[config.mk]
export PLATFORM = sky130hd
export DESIGN_NAME = fp_mul_initiator
export DESIGN_NICKNAME = d
export VERILOG_FILES = /design/src/rtl/fp_hs_pkg.sv /design/src/rtl/fp_perf_cnt.sv /design/src/rtl/fp_mul_initiator.sv
export SDC_FILE = /design/constraint.sdc
export NUM_CORES = 1
export LEC_CHECK = 0
export CAP_MARGIN = 25
export CORE_AREA = 8 8 104 106
export CTS_CLUSTER_SIZE = 24
export DETAILED_ROUTE_END_ITERATION = 6
export DIE_AREA = 0 0 112 114
export HOLD_SLACK_MARGIN = 0.03
export PLACE_DENSITY = 0.89
export SKIP_LAST_GASP = 1
export SLEW_MARGIN = 0
export SYNTH_ARGS = -nofsm -noshare
export SYNTH_HDL_FRONTEND = slang
export SYNTH_SLANG_ARGS = --single-unit
export TNS_END_PERCENT = 30
[constraint.sdc]
create_clock -name clk -period 2.14 [get_ports clk]
set_input_delay 0.321 -clock clk [delete_from_list [all_inputs] [get_ports clk]]
set_output_delay 0.321 -clock clk [all_outputs]
set_load 0.01 [all_outputs]
[src/rtl/fp_hs_pkg.sv]
// Shared types and constants for the stb/ack FPU handshake blocks and their benches.
package fp_hs_pkg;

  localparam int FP_WIDTH = 32;

  typedef enum logic [2:0] {
    IDLE,
    SEND_A,
    SEND_B,
    WAIT_Z,
    RESP
  } hs_state_e;

  // IEEE-754 single-precision constants for directed stimulus.
  localparam logic [31:0] FP_ONE     = 32'h3f80_0000;
  localparam logic [31:0] FP_HALF    = 32'h3f00_0000;
  localparam logic [31:0] FP_TWO     = 32'h4000_0000;
  localparam logic [31:0] FP_THREE   = 32'h4040_0000;
  localparam logic [31:0] FP_FOUR    = 32'h4080_0000;
  localparam logic [31:0] FP_NEG_TWO = 32'hc000_0000;
  localparam logic [31:0] FP_NEG_SIX = 32'hc0c0_0000;

endpackage

[src/rtl/fp_perf_cnt.sv]
// Job and busy-cycle counters for fp_mul_initiator; both wrap modulo 2^CNT_W.
module fp_perf_cnt #(
  parameter int CNT_W = 32
) (
  input  logic             clk,
  input  logic             rst,
  input  logic             busy,
  input  logic             rsp_fire,
  output logic [CNT_W-1:0] op_count,
  output logic [CNT_W-1:0] busy_cycles
);

  always_ff @(posedge clk) begin
    if (rst) begin
      op_count    <= '0;
      busy_cycles <= '0;
    end else begin
      if (rsp_fire) op_count    <= op_count + CNT_W'(1);
      if (busy)     busy_cycles <= busy_cycles + CNT_W'(1);
    end
  end

endmodule

[src/rtl/fp_mul_initiator.sv]
// Initiator end of the stb/ack multiplier handshake: one job per request, A before B, result back.
// Optional performance counters are enabled by defining FP_MUL_INITIATOR_PERF_EN.
module fp_mul_initiator
  import fp_hs_pkg::*;
#(
  parameter int WIDTH = FP_WIDTH
`ifdef FP_MUL_INITIATOR_PERF_EN
  ,
  parameter int CNT_W = 32
`endif
) (
  input  logic             clk,
  input  logic             rst,
  input  logic             req_valid,
  output logic             req_ready,
  input  logic [WIDTH-1:0] req_a,
  input  logic [WIDTH-1:0] req_b,
  output logic             rsp_valid,
  input  logic             rsp_ready,
  output logic [WIDTH-1:0] rsp_z,
  output logic [WIDTH-1:0] input_a,
  output logic             input_a_stb,
  input  logic             input_a_ack,
  output logic [WIDTH-1:0] input_b,
  output logic             input_b_stb,
  input  logic             input_b_ack,
  input  logic [WIDTH-1:0] output_z,
  input  logic             output_z_stb,
  output logic             output_z_ack
`ifdef FP_MUL_INITIATOR_PERF_EN
  ,
  output logic [CNT_W-1:0] op_count,
  output logic [CNT_W-1:0] busy_cycles
`endif
);

  hs_state_e        state_q, state_d;
  logic             req_ready_d, rsp_valid_d, input_a_stb_d, input_b_stb_d, output_z_ack_d;
  logic [WIDTH-1:0] rsp_z_d, input_a_d, input_b_d;

  // Every output is a register; the comb process only computes its next value.
  always_comb begin
    // NOTE: every signal gets a hold-value default first so no path leaves it unassigned (no latch).
    state_d        = state_q;
    req_ready_d    = req_ready;
    rsp_valid_d    = rsp_valid;
    rsp_z_d        = rsp_z;
    input_a_d      = input_a;
    input_a_stb_d  = input_a_stb;
    input_b_d      = input_b;
    input_b_stb_d  = input_b_stb;
    output_z_ack_d = output_z_ack;

    case (state_q)
      IDLE: if (req_valid) begin
        input_a_d     = req_a;
        input_b_d     = req_b;
        req_ready_d   = 1'b0;
        input_a_stb_d = 1'b1;
        state_d       = SEND_A;
      end
      SEND_A: if (input_a_ack) begin
        input_a_stb_d = 1'b0;
        input_b_stb_d = 1'b1;
        state_d       = SEND_B;
      end
      SEND_B: if (input_b_ack) begin
        input_b_stb_d  = 1'b0;
        output_z_ack_d = 1'b1;
        state_d        = WAIT_Z;
      end
      WAIT_Z: if (output_z_stb) begin
        rsp_z_d        = output_z;
        output_z_ack_d = 1'b0;
        rsp_valid_d    = 1'b1;
        state_d        = RESP;
      end
      RESP: if (rsp_ready) begin
        rsp_valid_d = 1'b0;
        req_ready_d = 1'b1;
        state_d     = IDLE;
      end
      default: state_d = IDLE;
    endcase
  end

  // NOTE: sequential state uses non-blocking assignments so all registers update together at the edge.
  always_ff @(posedge clk) begin
    if (rst) begin
      state_q      <= IDLE;
      req_ready    <= 1'b1;
      rsp_valid    <= 1'b0;
      rsp_z        <= '0;
      input_a      <= '0;
      input_a_stb  <= 1'b0;
      input_b      <= '0;
      input_b_stb  <= 1'b0;
      output_z_ack <= 1'b0;
    end else begin
      state_q      <= state_d;
      req_ready    <= req_ready_d;
      rsp_valid    <= rsp_valid_d;
      rsp_z        <= rsp_z_d;
      input_a      <= input_a_d;
      input_a_stb  <= input_a_stb_d;
      input_b      <= input_b_d;
      input_b_stb  <= input_b_stb_d;
      output_z_ack <= output_z_ack_d;
    end
  end

`ifdef FP_MUL_INITIATOR_PERF_EN
  fp_perf_cnt #(.CNT_W(CNT_W)) u_perf (
    .clk         (clk),
    .rst         (rst),
    .busy        (state_q != IDLE),
    .rsp_fire    (rsp_valid && rsp_ready),
    .op_count    (op_count),
    .busy_cycles (busy_cycles)
  );
`endif

endmodule

# ---- Word-level counts from Yosys, hierarchy flattened
# Index checks and enable logic that the tools add are counted.
dict set report classes {
  n_eq_ne 9
  mux 21
  n_reduce_logical 14
}
# operator count
set op_table {}
lappend op_table {{$mux 3} 5}
lappend op_table {{$pmux 3 s5} 1}
lappend op_table {{$reduce_and 3->1} 5}
lappend op_table {{$mux 1} 10}
lappend op_table {{$ne 2x2->1 const B} 5}
lappend op_table {{$pmux 1 s2} 5}
lappend op_table {{$reduce_bool 2->1} 5}
lappend op_table {{$eq 3x2->1 const B} 2}
lappend op_table {{$reduce_and 5->1} 1}
lappend op_table {{$reduce_and 2->1} 2}
lappend op_table {{$eq 3x1->1 const B} 1}
lappend op_table {{$eq 3x3->1 const B} 1}
lappend op_table {{$logic_not 3->1} 1}
dict set report totals {
  reg_bits 104
  inputBits 103
  out_inout_bits 101
  elab_cells 53
}

# ---- Longest topological paths before layout
# Gate-level depths: netlist of the first run.
dict set report depth {
  word_depth 3
  mapped_depth 6
  mapped_depth_nobuf 3
}

# ---- Worst setup path after synthesis of the first run
# OpenSTA, ideal clock, no wires.
dict set report synth_timing {
  kind {reg2reg}
  start {reg state_q[0]}
  end {reg input_a[0]}
  arrival_time_ns 1.333
  slack_ns 0.675
  stages_incl_launch_ff 7
  path_buffers 3
  path_cell_list {dfxtp_1 buf_2 or4b_4 buf_6 buf_6 nand2_1 a21oi_1}
}
dict set report synth_between {
  elab_chain_len 2
}
# item line
set synth_rtl {}
lappend synth_rtl {{from (decl)} fp_mul_initiator.sv:37} ;# hs_state_e state_q, state_d;
lappend synth_rtl {{from (signal assigned)} fp_mul_initiator.sv:100} ;# state_q <= state_d;
lappend synth_rtl {{$logic_not 3->1} fp_mul_initiator.sv:54} ;# case (state_q)
lappend synth_rtl {{$reduce_and 2->1 (no line)} n/a}
lappend synth_rtl {{to (signal assigned)} fp_mul_initiator.sv:104} ;# input_a <= input_a_d;
lappend synth_rtl {{to (decl)} fp_mul_initiator.sv:21} ;# output logic [WIDTH-1:0] input_a,
# Every way passes these cells.
# A chain may end at the register's enable or synchronous reset.

# ---- Worst setup path in the final report of the first run
dict set report layout_timing {
  start {reg state_q[2]}
  end {reg input_b[2]}
}
dict set report layout_between {
  elab_chain_len 2
}
# item line
set layout_rtl {}
lappend layout_rtl {{$logic_not 3->1} fp_mul_initiator.sv:54}
lappend layout_rtl {{$reduce_and 2->1 (no line)} n/a}
lappend layout_rtl {{to (signal assigned)} fp_mul_initiator.sv:106} ;# input_b <= input_b_d;
lappend layout_rtl {{to (decl)} fp_mul_initiator.sv:24} ;# output logic [WIDTH-1:0] input_b,
# Every way passes these cells.

==> results of run 1 <==
## registers in the layout (all words and copies together) (netlist names)
name / flops
input_a: 32
input_a_stb: 1
input_b: 32
input_b_stb: 1
output_z_ack: 1
req_ready: 1
rsp_valid: 1
rsp_z: 32
state_q: 3
## layout make-up
class | instances | area [um2] | share of cell area
Inverter | 2 | 7.51 | 0.00125
Sequential cell | 104 | 2080 | 0.348
Clock buffer | 9 | 124 | 0.0207
Tap cell | 111 | 139 | 0.0232
Multi-Input combinational cell | 312 | 1380 | 0.231
Clock inverter | 6 | 115 | 0.0192
Timing Repair Buffer | 212 | 2130 | 0.357
## worst max-delay path: stages, from the launching register on
cell     delay [ns]
dfxtp_1        0.43
nor4b_2        0.55
buf_4          0.35
nand2_1        0.08
a21oi_1        0.16
## cells in the mapped netlist
cell type / n
buf_4: 6
o21ai_0: 1
nor2_1: 2
a211oi_1: 1
inv_1: 2
a31oi_1: 2
o21a_1: 1
buf_6: 5
nor3_1: 2
dfxtp_1: 104
nand4b_1: 1
mux4_2: 1
clkbuf_1: 15
nand2_1: 196
a311oi_1: 1
nand3b_1: 2
a21oi_1: 98
buf_2: 9
and4b_1: 1
o21ba_2: 1
or4b_4: 1
nor4b_1: 1
## path summary, 6_finish.rpt
check | cells after the start | to | from | slack [ns]
setup / recovery | 4 | input_b[2]$_SDFFE_PP0P_ | state_q[2]$_SDFFE_PP0P_ | 0.48
hold / removal | 2 | rsp_z[5]$_SDFFE_PP0P_ | rst | 0.45
setup reg to reg | 4 | input_b[2]$_SDFFE_PP0P_ | state_q[2]$_SDFFE_PP0P_ | 0.48
hold reg to reg | 2 | req_ready$_SDFFE_PP1P_ | req_ready$_SDFFE_PP1P_ | 0.45
## per-stage QoR
step	hold WS, ns	instances	total power [uW]
floorplan	0.433	453	2420
global placement	0.440	741	2830
detailed placement	0.439	741	2850
CTS	0.440	756	4290
global route	0.456	756	4430
finish	0.449	756	4230
## report_power, final
part | internal [uW] | leakage (uW) | switching (uW) | total [uW]
sequential | 2030 | 0.000849 | 59.1 | 2090
combinational | 408 | 0.00117 | 301 | 709
clock | 779 | 0.000116 | 651 | 1430
## per-layer routing
metal,track usage,part of all wire,vias up,wire length (um)
met5,0,0,-,0
met4,0.0665,0.019,0,231
met3,0.0861,0.11,18,1310
met2,0.308,0.48,163,5780
met1,0.196,0.40,1706,4850
li1,-,-,1831,-
## cell families (layout without fill, tap and decap cells)
| kind of cell | Yosys count | after routing | share of synthesized area |
|---|---|---|---|
| and+or+nand+nor | 206 | 206 | 0.221 |
| AOI/OAI and AO/OA | 105 | 105 | 0.148 |
| buffers and inverters | 37 | 229 | 0.0573 |
| muxes | 1 | 1 | 0.00614 |
| DFF | 104 | 104 | 0.568 |
==> results.tsv, run 1 <==
metric	value	unit
synth_area_leaders	dfxtp_1, nand2_1, a21oi_1, buf_6, clkbuf_1	
post-cts-setup-buffers	0	
period_share	0.777	
final_nets	744	
hp-class	input port to flip-flop	
cts_tree	built	
yosys_warnings	0	
synthesis.nets	556	
die_area	12800	um2
holdBufCountCts	0	
path_class	flip-flop to flip-flop	
skew	0.0134	ns
avgViaCountPerCell	4.92	
worst_slack	0.477	ns
final-hold-violation-count	0	
num_io_pins	204	
crit_arrival	1.93	ns
insertion_delay	0.36	ns
dp_hpwl	9220	um
cellLeakagePower	0.00214	uW
path_max_fanout	22	
seq_area_frac_synth	0.568	
antennaDiodeCount	0	
maxSlewViolCount	0	
cts_resized	0	
utilization	0.657	
final_area	5980	um2
synth_cell_types	22	
p_per_area	707	nW/um2
synthesis.area	3670	um2
initial_core_util	0.402	
grt_pass1_wl	18800	um
final_common_cell	clkdlybuf4s50_1	
rsz0062_at_grt	no	
worst_slew_pin_slew	0.557	ns
tns	0	ns
clkSinkCount	104	
required	2.41	ns
clk_path_buf_depth	2	
row_count	35	
overflow	0	
totalWireLength	12200	um
status	finished clean	
num-fill-cells	724	
core	9110	um2
maxSlewHeadroom	0.629	
fin_crit	1.66	ns
drt_iter0_markers	245	
postRouteAntennaNets	0	
timing.fmax	0.601	GHz
end_kind	flip-flop	
cts-root-buf	clkbuf_8	
htreeDepth	3	
dpl_cell_area	5740	um2
chipHeight	114	um
dp_slack	0.138	ns
routedWlPerCell	16.1	um
syn_inst	453	
syn_avg_cell_area	8.09	um2
dr.pass1.iters	4	
grt_pass1_vias	3720	
synth_top_area_share	0.568	
cap_violations	0	
gp_congestion	0.796	
synth_top_cell_by_area	dfxtp_1	
cp-start-kind	flip-flop	
cts.clk_slew.worst_paths	0.09	ns
port_buffers	203	
drc	0	
grt_max_degree	54	
setup_viol	0	
syn2layout_area_growth	63.2	%
vias	3718	
dieWidth	112	um
synth.ff_latch_count	104	
irDropWorstVdd	504	uV
track_usage	0.182	
drive_above_1_share	0.0450	
cts_buffers	9	
layout_common_cells	clkdlybuf4s50_1, nand2_1, dfxtp_1, a21oi_1, clkbuf_8	
grt_antenna_before_repair	0	
Power figures use the tool's default switching activity.
==> run 2: changes to the inputs <==
Settings changed: CORE_AREA 8 8 104 106 to 8 8 108 110, DIE_AREA 0 0 112 114 to 0 0 116 118, PLACE_DENSITY 0.89 to 0.84.
Clock period 2.14 ns to 1.7 ns, I/O delays scaled along.
==> run 2 against run 1 <==
Non-clock buffer count increased by 2. Register-to-register slack got worse by 0.30 ns. Total power rose by 25%. Sequential share of layout area decreased by 0.32 points. Sequential power up 26%. Combinational power rose by 27%. Wire length decreased by 3.2%. Clock power up 24%. Largest power group unchanged. Worst hold slack worse by 0.11 ns. Critical path depth fell by 3. Utilization is 5.3 points lower. Global-route usage is 1.6 points lower.
==> results.tsv, run 2 (same netlist as run 1, synthesis figures left out) <==
metric	value	unit	change
status	finished clean		
cts.clk_slew.worst_paths	0.09	ns	about the same
row_count	37		+5.7%
crit_arrival	1.29	ns	-0.64 ns
maxSlewHeadroom	0.707		+0.0787
final_nets	746		+0.27%
cts_tree	built		
cp_num_buf_inv	1		unchanged
path_max_fanout	2		-91%
timing.fmax	0.649	GHz	
worst_slack	0.160	ns	-0.317 ns
syn2layout_area_growth	64.7	%	
layout_common_cells	clkdlybuf4s50_1, nand2_1, dfxtp_1, a21oi_1, clkbuf_8		
post-cts-setup-buffers	0		unchanged
required	1.44	ns	-0.97 ns
vias	3686		-0.86%
setup_viol	0		unchanged
port_buffers	203		unchanged
core	10000	um2	+9.8%
holdWs	0.335	ns	-0.114 ns
tns	0	ns	unchanged
antennaDiodeCount	0		unchanged
die_area	13700	um2	+7.2%
cellLeakagePower	0.00216	uW	+0.77%
cp-start-kind	flip-flop		
totalWireLength	11800	um	-3.2%
end_kind	output port		
dieWidth	116	um	+3.6%
grt_pass1_vias	3733		+0.35%
grt_max_degree	67		+24%
dr.pass1.iters	4		unchanged
drive_above_1_share	0.0478		+0.00288
dp_hpwl	8910	um	-3.4%
holdBufCountCts	0		unchanged
num-fill-cells	866		+20%
cts_resized	0		unchanged
clkSinkCount	104		unchanged
initial_core_util	0.367		-0.0359
grt_antenna_before_repair	0		unchanged
cap_violations	0		unchanged
rsz0062_at_grt	no		
num_io_pins	204		unchanged
final_common_cell	clkdlybuf4s50_1		
worst_slew_pin_slew	0.438	ns	-0.119 ns
overflow	0		unchanged
final_area	6040	um2	+0.92%
hp-class	input port to flip-flop		
fin_crit	1.54	ns	
routedWlPerCell	15.0	um	-6.7%
critPathMaxStageDelay	0.57	ns	+0.02 ns
track_usage	0.166		-0.0163
p_per_area	878	nW/um2	+24%
dp_slack	-0.160	ns	-0.298 ns
drc	0		unchanged
maxSlewViolCount	0		unchanged
period_share	0.906		
grt_pass1_wl	18200	um	-2.9%
dpl_cell_area	5800	um2	+1.0%
drt_iter0_markers	251		+2.4%
reg2reg_slack	0.18	ns	-0.30 ns
clk_path_buf_depth	2		unchanged
cts_buffers	9		unchanged
gp_congestion	0.815		+2.4%
insertion_delay	0.35	ns	about the same
postRouteAntennaNets	0		unchanged
cp_slowest_cell	clkdlybuf4s50_1		
chipHeight	118	um	+3.5%
avgViaCountPerCell	4.70		-4.4%
path_class	flip-flop to output port		
crit_chain	clkdlybuf4s50_1		
htreeDepth	3		unchanged
crit_family	buffers and inverters		
cts-root-buf	clkbuf_8		
top_regs	input_a (32), input_b (32), rsp_z (32)		
irDropWorstVdd	498	uV	-1.1%
final-hold-violation-count	0		unchanged
skew	0.00630	ns	-0.00710 ns
==> run 2: per-layer routing <==
| metal | GRT usage | up-vias | share of wire |
|---|---|---|---|
| met5 | 0 | - | 0 |
| met3 | 0.0703 | 21 | 0.12 |
| met4 | 0.0770 | 0 | 0.026 |
| met2 | 0.279 | 146 | 0.47 |
| met1 | 0.173 | 1681 | 0.38 |
| li1 | - | 1838 | - |
==> run 2: worst register-to-register path, cell delays in order, from the launching register on <==
cell and delay (ns):
dfxtp_1 0.38, nor4b_2 0.48, buf_12 0.30, nand2_1 0.14, a21oi_1 0.15
==> run 2: cell type report <==
type                    count  area [um2]  area share
clock inverters             6         108      0.0178
repair buffers            214        2160       0.358
multi-input cells         312        1380       0.229
well taps                 136         170      0.0282
clock buffers              10         128      0.0211
inverters                   2        7.51     0.00124
flip-flops and latches    104        2080       0.345
==> run 2: worst paths after layout <==
path | startpoint | endpoint | depth (start not counted)
setup / recovery | input_a[22]$_SDFFE_PP0P_ | input_a[22] | 1
hold / removal | rst | rsp_z[1]$_SDFFE_PP0P_ | 2
setup reg to reg | state_q[2]$_SDFFE_PP0P_ | input_a[23]$_SDFFE_PP0P_ | 4
hold reg to reg | req_ready$_SDFFE_PP1P_ | req_ready$_SDFFE_PP1P_ | 2
==> run 2: per-stage QoR <==
step                utilization  total power, uW  cells
floorplan                     -             3050    453
global placement          0.580             3570    768
detailed placement        0.580             3600    768
CTS                       0.604             5380    784
global route              0.604             5550    784
finish                    0.604             5300    784
==> run 2: power breakdown <==
| part | switching [uW] | internal [uW] |
|---|---|---|
| logic | 380 | 521 |
| clock network | 802 | 974 |
| registers | 68.1 | 2560 |
